<file path="config.mk">
export PLATFORM = sky130hd
export DESIGN_NAME = clock_counter
export DESIGN_NICKNAME = d
export VERILOG_FILES = /design/src/rtl/clock_counter.sv
export SDC_FILE = /design/constraint.sdc
export NUM_CORES = 1
export LEC_CHECK = 0
export BUFFER_PORTS_ARGS = -buffer_cell sky130_fd_sc_hd__buf_4
export CAP_MARGIN = 0
export CORE_MARGIN = 2
export CORE_UTILIZATION = 39
export DETAILED_ROUTE_END_ITERATION = 10
export PLACE_DENSITY_LB_ADDON = 0.25
export SKIP_LAST_GASP = 1
export SYNTH_ARGS = -nofsm -noshare
export SYNTH_HDL_FRONTEND = slang
export SYNTH_SLANG_ARGS = --single-unit
</file>
<file path="constraint.sdc">
create_clock -name clk -period 5 [get_ports clk]
set_clock_uncertainty 0.05 [all_clocks]
set_input_delay 0.25 -clock clk [delete_from_list [all_inputs] [get_ports clk]]
set_output_delay 0.25 -clock clk [all_outputs]
set_load 0.1 [all_outputs]
</file>
<file path="src/rtl/clock_counter.sv">
// clock_counter: 12-hour time-of-day clock with AM/PM flag and a set mode.
// A prescaler divides clk down to a one-second strobe. Each strobe advances
// secs -> mins -> hrs through a carry chain. In set mode timekeeping is halted
// and each rising edge of inc bumps one selected field, with no carry into the
// other fields. All outputs are plain binary values.
module clock_counter #(
    parameter int TICKS_PER_SEC = 100000000
) (
    input  logic       clk,
    input  logic       rst,
    input  logic       set_en,
    input  logic [1:0] set_sel,
    input  logic       inc,
    output logic [5:0] hrs,
    output logic [5:0] mins,
    output logic [5:0] secs,
    output logic       ampm,
    output logic       tick
);

    localparam int              PW       = (TICKS_PER_SEC > 1) ? $clog2(TICKS_PER_SEC) : 1;
    localparam logic [PW-1:0]   PRE_LAST = PW'(TICKS_PER_SEC - 1);

    localparam logic [1:0] SEL_HRS  = 2'd0;
    localparam logic [1:0] SEL_MINS = 2'd1;
    localparam logic [1:0] SEL_SECS = 2'd2;

    logic [PW-1:0] r_prescale;
    logic [5:0]    r_hrs;
    logic [5:0]    r_mins;
    logic [5:0]    r_secs;
    logic          r_ampm;
    logic          r_tick;
    logic          r_inc_q;

    logic          w_strobe;
    logic          w_inc_pulse;
    logic [5:0]    w_secs_next;
    logic [5:0]    w_mins_next;
    logic [5:0]    w_hrs_next;
    logic          w_secs_wrap;
    logic          w_mins_wrap;
    logic          w_ampm_flip;

    // The strobe is gated by set_en, so entering set mode on the terminal
    // prescaler count suppresses that second entirely.
    assign w_strobe    = ~set_en & (r_prescale == PRE_LAST);
    assign w_inc_pulse = inc & ~r_inc_q;

    // The same wrap rules serve both the run carry chain and set-mode bumps.
    assign w_secs_wrap = (r_secs == 6'd59);
    assign w_mins_wrap = (r_mins == 6'd59);
    assign w_secs_next = w_secs_wrap ? 6'd0 : r_secs + 6'd1;
    assign w_mins_next = w_mins_wrap ? 6'd0 : r_mins + 6'd1;
    assign w_hrs_next  = (r_hrs == 6'd12) ? 6'd1 : r_hrs + 6'd1;
    assign w_ampm_flip = (r_hrs == 6'd11);

    // Prescaler: counts cycles in run mode and is held at zero in set mode,
    // so the first second after leaving set mode is a full period.
    always_ff @(posedge clk or posedge rst) begin
        if (rst) begin
            r_prescale <= '0;
        end else if (set_en || (r_prescale == PRE_LAST)) begin
            r_prescale <= '0;
        end else begin
            r_prescale <= r_prescale + 1'b1;
        end
    end

    // Registered tick (high in the cycle after the strobe edge) and the inc
    // history bit, which tracks inc in every mode.
    always_ff @(posedge clk or posedge rst) begin
        if (rst) begin
            r_tick  <= 1'b0;
            r_inc_q <= 1'b0;
        end else begin
            r_tick  <= w_strobe;
            r_inc_q <= inc;
        end
    end

    // Time fields: carry chain on a strobe, single-field bump on an inc edge in set mode.
    always_ff @(posedge clk or posedge rst) begin
        if (rst) begin
            r_hrs  <= 6'd12;
            r_mins <= 6'd0;
            r_secs <= 6'd0;
            r_ampm <= 1'b0;
        end else if (w_strobe) begin
            r_secs <= w_secs_next;
            if (w_secs_wrap) begin
                r_mins <= w_mins_next;
                if (w_mins_wrap) begin
                    r_hrs <= w_hrs_next;
                    if (w_ampm_flip) begin
                        r_ampm <= ~r_ampm;
                    end
                end
            end
        end else if (set_en && w_inc_pulse) begin
            case (set_sel)
                SEL_HRS: begin
                    r_hrs <= w_hrs_next;
                    if (w_ampm_flip) begin
                        r_ampm <= ~r_ampm;
                    end
                end
                SEL_MINS: r_mins <= w_mins_next;
                SEL_SECS: r_secs <= w_secs_next;
                default: ;
            endcase
        end
    end

    assign hrs  = r_hrs;
    assign mins = r_mins;
    assign secs = r_secs;
    assign ampm = r_ampm;
    assign tick = r_tick;

endmodule

</file>
==> results.md, run 1 <==
- Final min period: 2.59 ns
- Gp weighted congestion: 0.785
- DRT Pass-1 Iters: 4
- Die Width: 84.7 um
- Ant. Diodes: 0
- Site Rows: 29
- Starting Density: 40.2%
- Core Util, Final: 46.4%
- Post-synthesis adder-cell area fraction: between 2 and 2.5%
- Clock Latency Late Sink: roughly 0.30 ns
- IO Pins: 26
- # DRC: 0
- Mapped Nets: roughly 270
- Pwr Total: around 1.2 mW
- CTS H-tree lvls: 2
- Required @ worst endpoint: 5.10 ns
- DR vias: 1,964
- Number of nets with antenna violations after routing: 0
- Core Region: 6310 um^2
- Seq. cell area: approximately 1200 um^2
- Slew margin rel.: ~20%
- RSZ-0062 raised after global routing: no
- Final setup fails: 0
- Main combinational cell family by area after synthesis: simple AND/OR/NAND/NOR gates
- Port Buffers: 25
- Hold path cells: 1
- Worst r2r src: r_prescale[0]
- Type of the worst min-delay path: input port to register
- Pin count of the biggest net entering global routing: 49
- Height of the die: 84.7 um
- Grt ovf: 0
- Measured slew at the worst slew-check pin: about 1.2 ns
- CTS buffer count: 5
- Root buf cell: clkbuf_8
- Max FO, Critical Path: 26
- Leakage power: 1.33 nW
- CTS resizes: 0
- HPWL after DPL: 3500 um
- Nets: 294
- Tcrit/Tclk final: roughly half
- Post-synthesis sequential area ratio: 47.4%
- R2R Setup Slk: 2.41 ns
- Clock Sink Count: 48
- Setup TNS: 0 ns
- Syn Area/Cell: approximately 10 um^2
- Post-Synth XOR/XNOR Area: 9.32%
- Synth unique cells: 51
- Async set or reset register ratio after synthesis: 100%
- CP Launch Type: register
- Die ar.: about 7200 um^2
- DR WL/cell: 13.8 um
- Synth Flop Type: dfrtp_1
- R2R Path End: r_prescale[24]
- Clock buffer depth: 2
- Initial antenna violation count: 0
- Post-synth EDFFs: 0
- GR Util All Layers: 14.2%
- Setup Buffers After CTS: 0
- CTS hold repair buffers: 0
- Worst Setup End Kind: register
- Simple-Gate Fraction of Synth Area: 27.1%
- Detailed-route wire length: 4990 um
- Multiplexer share of the synthesized area: ~3.4%
- First-pass GRT wire length: 8420 um
- Vias in the first global route: 1,864
- Syn Inst Count: around 260
- WS Path Type: register to register
- Worst vdd ir: 0.000425 V
- 1st-iter DRT viols: 77
- Hold Crit Start: inc
- WHS Endpoint: r_inc_q
- Clock slew at reported path FFs: around 0.090 ns
- Compound-gate portion of the synthesized area: 8.38%
- Slew Limit Fails: 0
- Max Cap Viol: 0
- Power Dens Cells: approximately 400 nW/um^2
- FF+latch count, synth: 48
- Worst R2R Path Depth: 6
- Total of fill cells in the finished design: between 600 and 700
- Ratio of cells with drive above 1 in the final layout: between 10% and 20%
- Area growth syn-to-layout: 15.5%
- Worst path arrival time: approximately 2.7 ns
- Final hold viol count: 0
- Multi-input gate area: around 1300 um^2
- Mapped Area: 2540 um^2
- CTS tree: built
- Max Fclk: 386 MHz
- Synth warn: 0
- Via/cell ratio: 5.44
- Status: complete, no violations
-- layout by cell type, fill, tap and decap left out, types with 3 or more instances in the layout --
cell      Yosys  final
and3_1        8      8
inv_1         8      7
dfrtp_1      46     46
nor2_1       38     38
a21oi_1       6      6
o21ai_0       6      6
nand4_1      11     11
clkbuf_8      0      7
buf_4         0     25
mux2_2        5      5
nand3_1      21     21
and2_1        3      3
ha_1          5      5
xnor2_1       8      8
xor2_1       19     19
nor3_1        5      5
and4b_1       3      3
nand2_1      18     18
or3_1         3      3
-- worst max-delay path by stage --
| stage | start | to | slack, ns |
|---|---|---|---|
| 3_3_place_gp | r_prescale[1] | r_prescale[19] | 2.56 |
| 2_1_floorplan | mins[0] | hrs[4] | 2.42 |
| 5_1_grt | r_prescale[1] | r_prescale[22] | 2.16 |
| 3_5_place_dp | r_prescale[0] | r_prescale[24] | 2.39 |
| 4_1_cts | r_prescale[0] | r_prescale[24] | 2.38 |
| 6_report | r_prescale[0] | r_prescale[24] | 2.41 |
-- synth_stat cells (2+ instances only) --
| master | n | area [um^2] |
|---|---|---|
| a21oi_1 | 6 | 30.0 |
| and2_1 | 3 | 18.8 |
| and3_1 | 8 | 50.1 |
| and4_1 | 2 | 17.5 |
| and4b_1 | 3 | 30.0 |
| buf_2 | 2 | 10.0 |
| clkbuf_1 | 2 | 7.51 |
| dfrtp_1 | 46 | 1150 |
| dfstp_2 | 2 | 52.6 |
| ha_1 | 5 | 62.6 |
| inv_1 | 8 | 30.0 |
| mux2_2 | 5 | 56.3 |
| mux2_4 | 2 | 30.0 |
| nand2_1 | 18 | 67.6 |
| nand3_1 | 21 | 105 |
| nand4_1 | 11 | 68.8 |
| nor2_1 | 38 | 143 |
| nor3_1 | 5 | 25.0 |
| nor4_1 | 2 | 12.5 |
| o211ai_1 | 2 | 15.0 |
| o21ai_0 | 6 | 30.0 |
| o21ai_1 | 2 | 10.0 |
| or3_1 | 3 | 18.8 |
| xnor2_1 | 8 | 70.1 |
| xor2_1 | 19 | 166 |
-- logic make-up (layout without fill, tap and decap cells) --
| kind of cell | count (synthesis) | after routing |
|---|---|---|
| buffers and inverters | 12 | 41 |
| flip-flops | 48 | 48 |
| AO/OA/AOI/OAI | 30 | 30 |
| multiplexers | 7 | 7 |
| AND/OR/NAND/NOR | 126 | 126 |
| adder cells (fa/ha/maj) | 5 | 5 |
| XOR/XNOR | 27 | 27 |
-- report_power, final --
group / switching [mW] / total, mW / internal [mW]
Clock: 0.130 / 0.306 / 0.177
Sequential: 0.0421 / 0.463 / 0.421
Combinational: 0.297 / 0.392 / 0.0954
Total: 0.469 / 1.16 / 0.693
-- sequential cells by signal, indices dropped and copies added, names as in the netlist --
name and cells:
r_inc_q 1, ampm 1, r_prescale 27, tick 1, hrs 6, secs 6, mins 6
-- metrics by stage --
stage | setup WS (ns) | std cells | hold slack (ns) | instance area (um^2)
6_report | 2.41 | 361 | 0.0198 | 2930
3_5_place_dp | 2.39 | 353 | 0.325 | 2800
5_1_grt | 2.16 | 361 | 0.00152 | 2930
2_1_floorplan | 2.42 | 255 | 0.231 | 2540
3_3_place_gp | 2.56 | 353 | 0.324 | 2800
4_1_cts | 2.38 | 361 | 0.00549 | 2930
-- layout make-up --
| class | count | share of cell area (%) |
|---|---|---|
| Multi-Input combinational cell | 195 | 43.9 |
| Sequential cell | 48 | 41.1 |
| Timing Repair Buffer | 25 | 6.40 |
| Clock buffer | 7 | 3.29 |
| Tap cell | 77 | 3.29 |
| Clock inverter | 1 | 1.02 |
| Inverter | 8 | 1.02 |
-- critical path, stage by stage, from the launching register on --
cell and delay, ns:
dfrtp_1 0.40, ha_1 0.21, nand3_1 0.15, nor2_1 0.54, nand4_1 0.24, nand2_1 0.72, nor2_1 0.13
-- routing by layer --
metal	vias to the layer above	global-route usage, %	share of wire, %
met3	2	2.85	3.1
met5	-	0	0
li1	965	-	-
met2	28	23.6	47
met1	969	19.0	50
met4	0	4.04	0.060
(Power assumes the default switching activity.)
==> run 2, diff against run 1 <==
==> constraint.sdc (replaced) <==
create_clock -name clk -period 2.6 [get_ports clk]
set_clock_uncertainty 0.05 [all_clocks]
set_input_delay 0.13 -clock clk [delete_from_list [all_inputs] [get_ports clk]]
set_output_delay 0.13 -clock clk [all_outputs]
set_load 0.1 [all_outputs]
==> run 2 against run 1 <==
Effect of this change: count of clock-buffer cells in the layout fell by 1; maximum frequency rose by 15%; routed wire length rose by 4.8%; critical path type unchanged; largest cell class unchanged.
==> results.md, run 2 (same netlist as run 1, synthesis figures left out) <==
- 1st-iter DRT viols: 117
- Commonest non-fill, non-tap cell in the layout: dfrtp_1
- CTS H-tree lvls: 2
- Ratio of cells with drive above 1 in the final layout: between 10% and 20%
- Clock Latency Late Sink: ~0.31 ns
- First-pass GRT wire length: 8770 um
- Final hold viol count: 0
- Nets: 302
- Area growth syn-to-layout: 16.8%
- GR Util All Layers: 15.3%
- Status: complete, no violations
- Register share of total power: 42.1%
- Die Width: 84.7 um
- IO Pins: 26
- Height of the die: 84.7 um
- CTS resizes: 0
- Vias in the first global route: roughly 1,900
- Max FO, Critical Path: 7
- Site Rows: 29
- Switching Share: 43.1%
- R2R Setup Slk: 0.34 ns
- Ant. Diodes: 0
- Cell Int Power: 1.21 mW
- Root buf cell: clkbuf_8
- Grt ovf: 0
- CP cell instances: or4_1, nor4_4, nand4_4, a21oi_1, mux2_2
- Max reg flops: 27
- Final setup fails: 0
- Measured slew at the worst slew-check pin: ~0.59 ns
- CTS buffer count: 5
- Max Fclk: around 440 MHz
- Sw Pwr: 916 uW
- Clock Sink Count: 48
- CP Launch Type: register
- Cell count after placement: 358
- Pwr Total: roughly 2.1 mW
- RSZ-0062 raised after global routing: no
- Die ar.: 7170 um^2
- HPWL after DPL: 3630 um
- Critical-path top delay cell: or4_1
- Max Cap Viol: 0
- Combinational power share: 35.8%
- Detailed-route wire length: 5230 um
- Via/cell ratio: roughly 5.3
- Max incr delay on CP: roughly 0.59 ns
- DR WL/cell: 14.2 um
- Clock group share of total power: 22.1%
- Worst path arrival time: 2.39 ns
- CTS hold repair buffers: 3
- Slew Limit Fails: 0
- Core Region: 6310 um^2
- Worst vdd ir: between 0.0006 and 0.0007 V
- WS Path Type: register to register
- Gp weighted congestion: ~0.84
- Initial antenna violation count: 0
- # DRC: 0
- Final min period: roughly 2.3 ns
- Pin count of the biggest net entering global routing: 30
- Clock buffer depth: 2
- DR vias: 1,944
- Clock slew at reported path FFs: 0.09 ns
- Leading cell types in the layout, fill and taps excluded: 46 x dfrtp_1, 38 x nor2_1, 30 x buf_4
- Slew margin rel.: 60.1%
- Starting Density: ~40%
- Total of fill cells in the finished design: slightly above 600
- Required @ worst endpoint: 2.74 ns
- Finished Layout Cells: roughly 370
- Number of nets with antenna violations after routing: 0
- CTS tree: built
- Type of the worst min-delay path: input port to register
- Worst Setup End Kind: register
- Setup Buffers After CTS: 0
- Leakage power: around 1.4 nW
- Power Dens Cells: 718 nW/um^2
- Tcrit/Tclk final: 86.8%
- DRT Pass-1 Iters: 4
- Setup TNS: 0 ns
- Biggest register: r_prescale
- Port Buffers: 25
run 2: changes by cell type in the layout (fill, tap and decap cells not counted), sizes merged:
cell / before / now
buf: 25 / 30
clkinv: 0 / 2
clkbuf: 7 / 6
bufinv: 1 / 0
dlygate4sd3: 0 / 3
run 2: layer usage:
| metal | vias to the layer above | track usage (%) | wire [um] |
|---|---|---|---|
| met2 | 39 | 24.6 | 2410 |
| met3 | 5 | 3.93 | 235 |
| li1 | 975 | - | - |
| met4 | 0 | 4.91 | 63 |
| met5 | - | 0 | 0 |
| met1 | 925 | 20.3 | 2520 |
run 2: metrics by stage:
step	hold slack (ns)	area (um^2)	utilization, %	worst slack (ns)
4_1_cts	0.305	2960	46.9	0.337
5_1_grt	0.325	2960	46.9	0.198
2_1_floorplan	0.111	2540	-	0.0174
3_3_place_gp	0.115	2840	45.0	0.375
6_report	0.304	2960	46.9	0.343
3_5_place_dp	0.119	2840	45.0	0.356
run 2: power groups by stage:
stage / registers [mW] / clock network, mW / logic [mW]
final: 0.896 / 0.469 / 0.761
after global routing: 0.910 / 0.516 / 0.797
after CTS: 0.896 / 0.486 / 0.768
after detailed placement: 0.910 / 0 / 0.763
after global placement: 0.910 / 0 / 0.756
after floorplan: 1.31 / 0 / 0.194
run 2: final timing paths:
path,from,to,cells past startpoint
setup / recovery,r_prescale[17],hrs[4],5
hold / removal,set_sel[1],secs[0],4
setup reg to reg,r_prescale[17],hrs[4],5
hold reg to reg,ampm,ampm,1
max in group asynchronous,rst,r_prescale[12],4
min in group asynchronous,rst,hrs[1],3
run 2: area by class of cell:
class                      count  area, um^2  area share [%]
tap                           77        96.3            3.25
timing repair buffer          33         255            8.61
clock inverter                 2        10.0           0.338
sequential                    48        1200            40.6
clock buffer                   6        82.6            2.79
multi-input combinational    195        1290            43.4
inverter                       8        30.0            1.01
run 2: worst max-delay path: cells and delay by family, from the launching register on:
family / cells / cell delay (ns)
compound gates: 1 / 0.20
flops: 1 / 0.43
mux: 1 / 0.34
simple gates: 3 / 1.11
==> run 3, diff against run 2 <==
--- a/config.mk
+++ b/config.mk
@@ -10,6 +10,7 @@
 export CORE_MARGIN = 2
 export CORE_UTILIZATION = 39
 export DETAILED_ROUTE_END_ITERATION = 10
+export MAX_ROUTING_LAYER = met4
 export PLACE_DENSITY_LB_ADDON = 0.25
 export SKIP_LAST_GASP = 1
 export SYNTH_ARGS = -nofsm -noshare
==> run 3 against run 2 <==
Effect of this change: die area unchanged; critical path type unchanged; sequential power is essentially flat; maximum frequency is essentially flat; global-route usage up 0.49 points; flip-flop and latch count unchanged; sequential share of layout area is the same; largest cell class unchanged.
==> results.md, run 3 (same netlist as run 1, synthesis figures left out) <==
- Status: complete, no violations
- WS Path Type: register to register
- Type of the worst min-delay path: input port to register
- Setup Buffers After CTS: 0
- Leakage power: 1.35 nW
- Setup WS post-layout: 0.345 ns
- Height of the die: 84.7 um
- # DRC: 0
- Gp weighted congestion: between 0.8 and 0.9
- HPWL after DPL: ~3600 um
- Site Rows: 29
- Worst path arrival time: 2.39 ns
- Die Width: 84.7 um
- CTS hold repair buffers: 3
- Worst Setup End Kind: register
- Clock Sink Count: 48
- First-pass GRT wire length: just under 9000 um
- RSZ-0062 raised after global routing: no
- Biggest register: r_prescale
- Final hold viol count: 0
- Fin area: 2960 um^2
- Pin count of the biggest net entering global routing: 30
- Max incr delay on CP: 0.59 ns
- Final setup fails: 0
- CTS H-tree lvls: 2
- CP cell instances: or4_1, nor4_4, nand4_4, a21oi_1, mux2_2
- Power Dens Cells: 718 nW/um^2
- Clock Latency Late Sink: about 0.31 ns
- Leading cell types in the layout, fill and taps excluded: 46 x dfrtp_1, 38 x nor2_1, 30 x buf_4
- Port Buffers: 25
- CTS buffer count: 5
- Number of nets with antenna violations after routing: 0
- DR WL/cell: 14.2 um
- Clock buffer depth: 2
- Critical-path top delay cell: or4_1
- Placement Setup Slack: between 0.3 and 0.4 ns
- Finished Layout Cells: 369
- Die ar.: 7170 um^2
- Worst vdd ir: 0.000680 V
- Tcrit/Tclk final: 86.7%
- DR vias: 1,941
- Setup TNS: 0 ns
- Nets: 302
- Vias in the first global route: roughly 1,900
- Max Fclk: 443 MHz
- Core Region: around 6300 um^2
- R2R Setup Slk: between 0.3 and 0.4 ns
- Ant. Diodes: 0
- Area growth syn-to-layout: 16.8%
- Max FO, Critical Path: 7
- Cell count after placement: 358
- 1st-iter DRT viols: 109
- Measured slew at the worst slew-check pin: roughly 0.6 ns
- Initial antenna violation count: 0
- IO Pins: 26
- Clock slew at reported path FFs: 0.09 ns
- GR Util All Layers: around 16%
- Slew margin rel.: 60.0%
- Max reg flops: 27
- Max Cap Viol: 0
- CP bufs+invs: 0
- Root buf cell: clkbuf_8
- Final min period: approximately 2.3 ns
- Commonest non-fill, non-tap cell in the layout: dfrtp_1
- Via/cell ratio: 5.26
- Required @ worst endpoint: 2.74 ns
- CP Launch Type: register
- Placement Cell Area: 2840 um^2
- DRT Pass-1 Iters: 4
- Grt ovf: 0
- Final hold slack: 0.294 ns
- Starting Density: 40.2%
- CTS tree: built
- Ratio of cells with drive above 1 in the final layout: 19.9%
- CTS resizes: 0
- Slew Limit Fails: 0
- Detailed-route wire length: 5230 um
- Cell family with most CP delay: simple AND/OR/NAND/NOR gates
[run 3: area by class of cell]
cell class                      count  area, um^2
Clock buffer                        6        82.6
Multi-Input combinational cell    195        1290
Tap cell                           77        96.3
Sequential cell                    48        1200
Inverter                            8        30.0
Clock inverter                      2        10.0
Fill cell                         610        3350
Timing Repair Buffer               33         255
[run 3: power by group]
group / internal (mW) / total [mW] / switching, mW
Sequential: 0.809 / 0.896 / 0.0866
Combinational: 0.189 / 0.761 / 0.573
Clock: 0.213 / 0.470 / 0.257
[run 3: path summary, 6_finish.rpt]
kind,startpoint,endpoint,cells after the start
min reg2reg,ampm,ampm,1
max,r_prescale[17],hrs[4],5
min,set_sel[1],secs[0],4
max in group asynchronous,rst,r_prescale[12],4
max reg2reg,r_prescale[17],hrs[4],5
min in group asynchronous,rst,hrs[1],3
[run 3: worst reg2reg max path, cell delays in order (launching register included)]
cell     delay (ns)
dfrtp_1        0.43
or4_1          0.59
nor4_4         0.33
nand4_4        0.19
a21oi_1        0.21
mux2_2         0.34
[run 3: per-layer routing]
metal	vias to the layer above	share of wire [%]	global-route usage, %
li1	973	-	-
met1	925	49	20.4
met2	38	46	24.5
met3	5	4.4	3.93
met4	0	1.2	4.91
met5	-	0	-
[run 3: metrics by stage]
step | utilization, % | power [mW]
2_1_floorplan | - | 1.51
3_3_place_gp | 45.0 | 1.67
3_5_place_dp | 45.0 | 1.67
4_1_cts | 46.9 | 2.15
5_1_grt | 46.9 | 2.22
6_report | 46.9 | 2.13
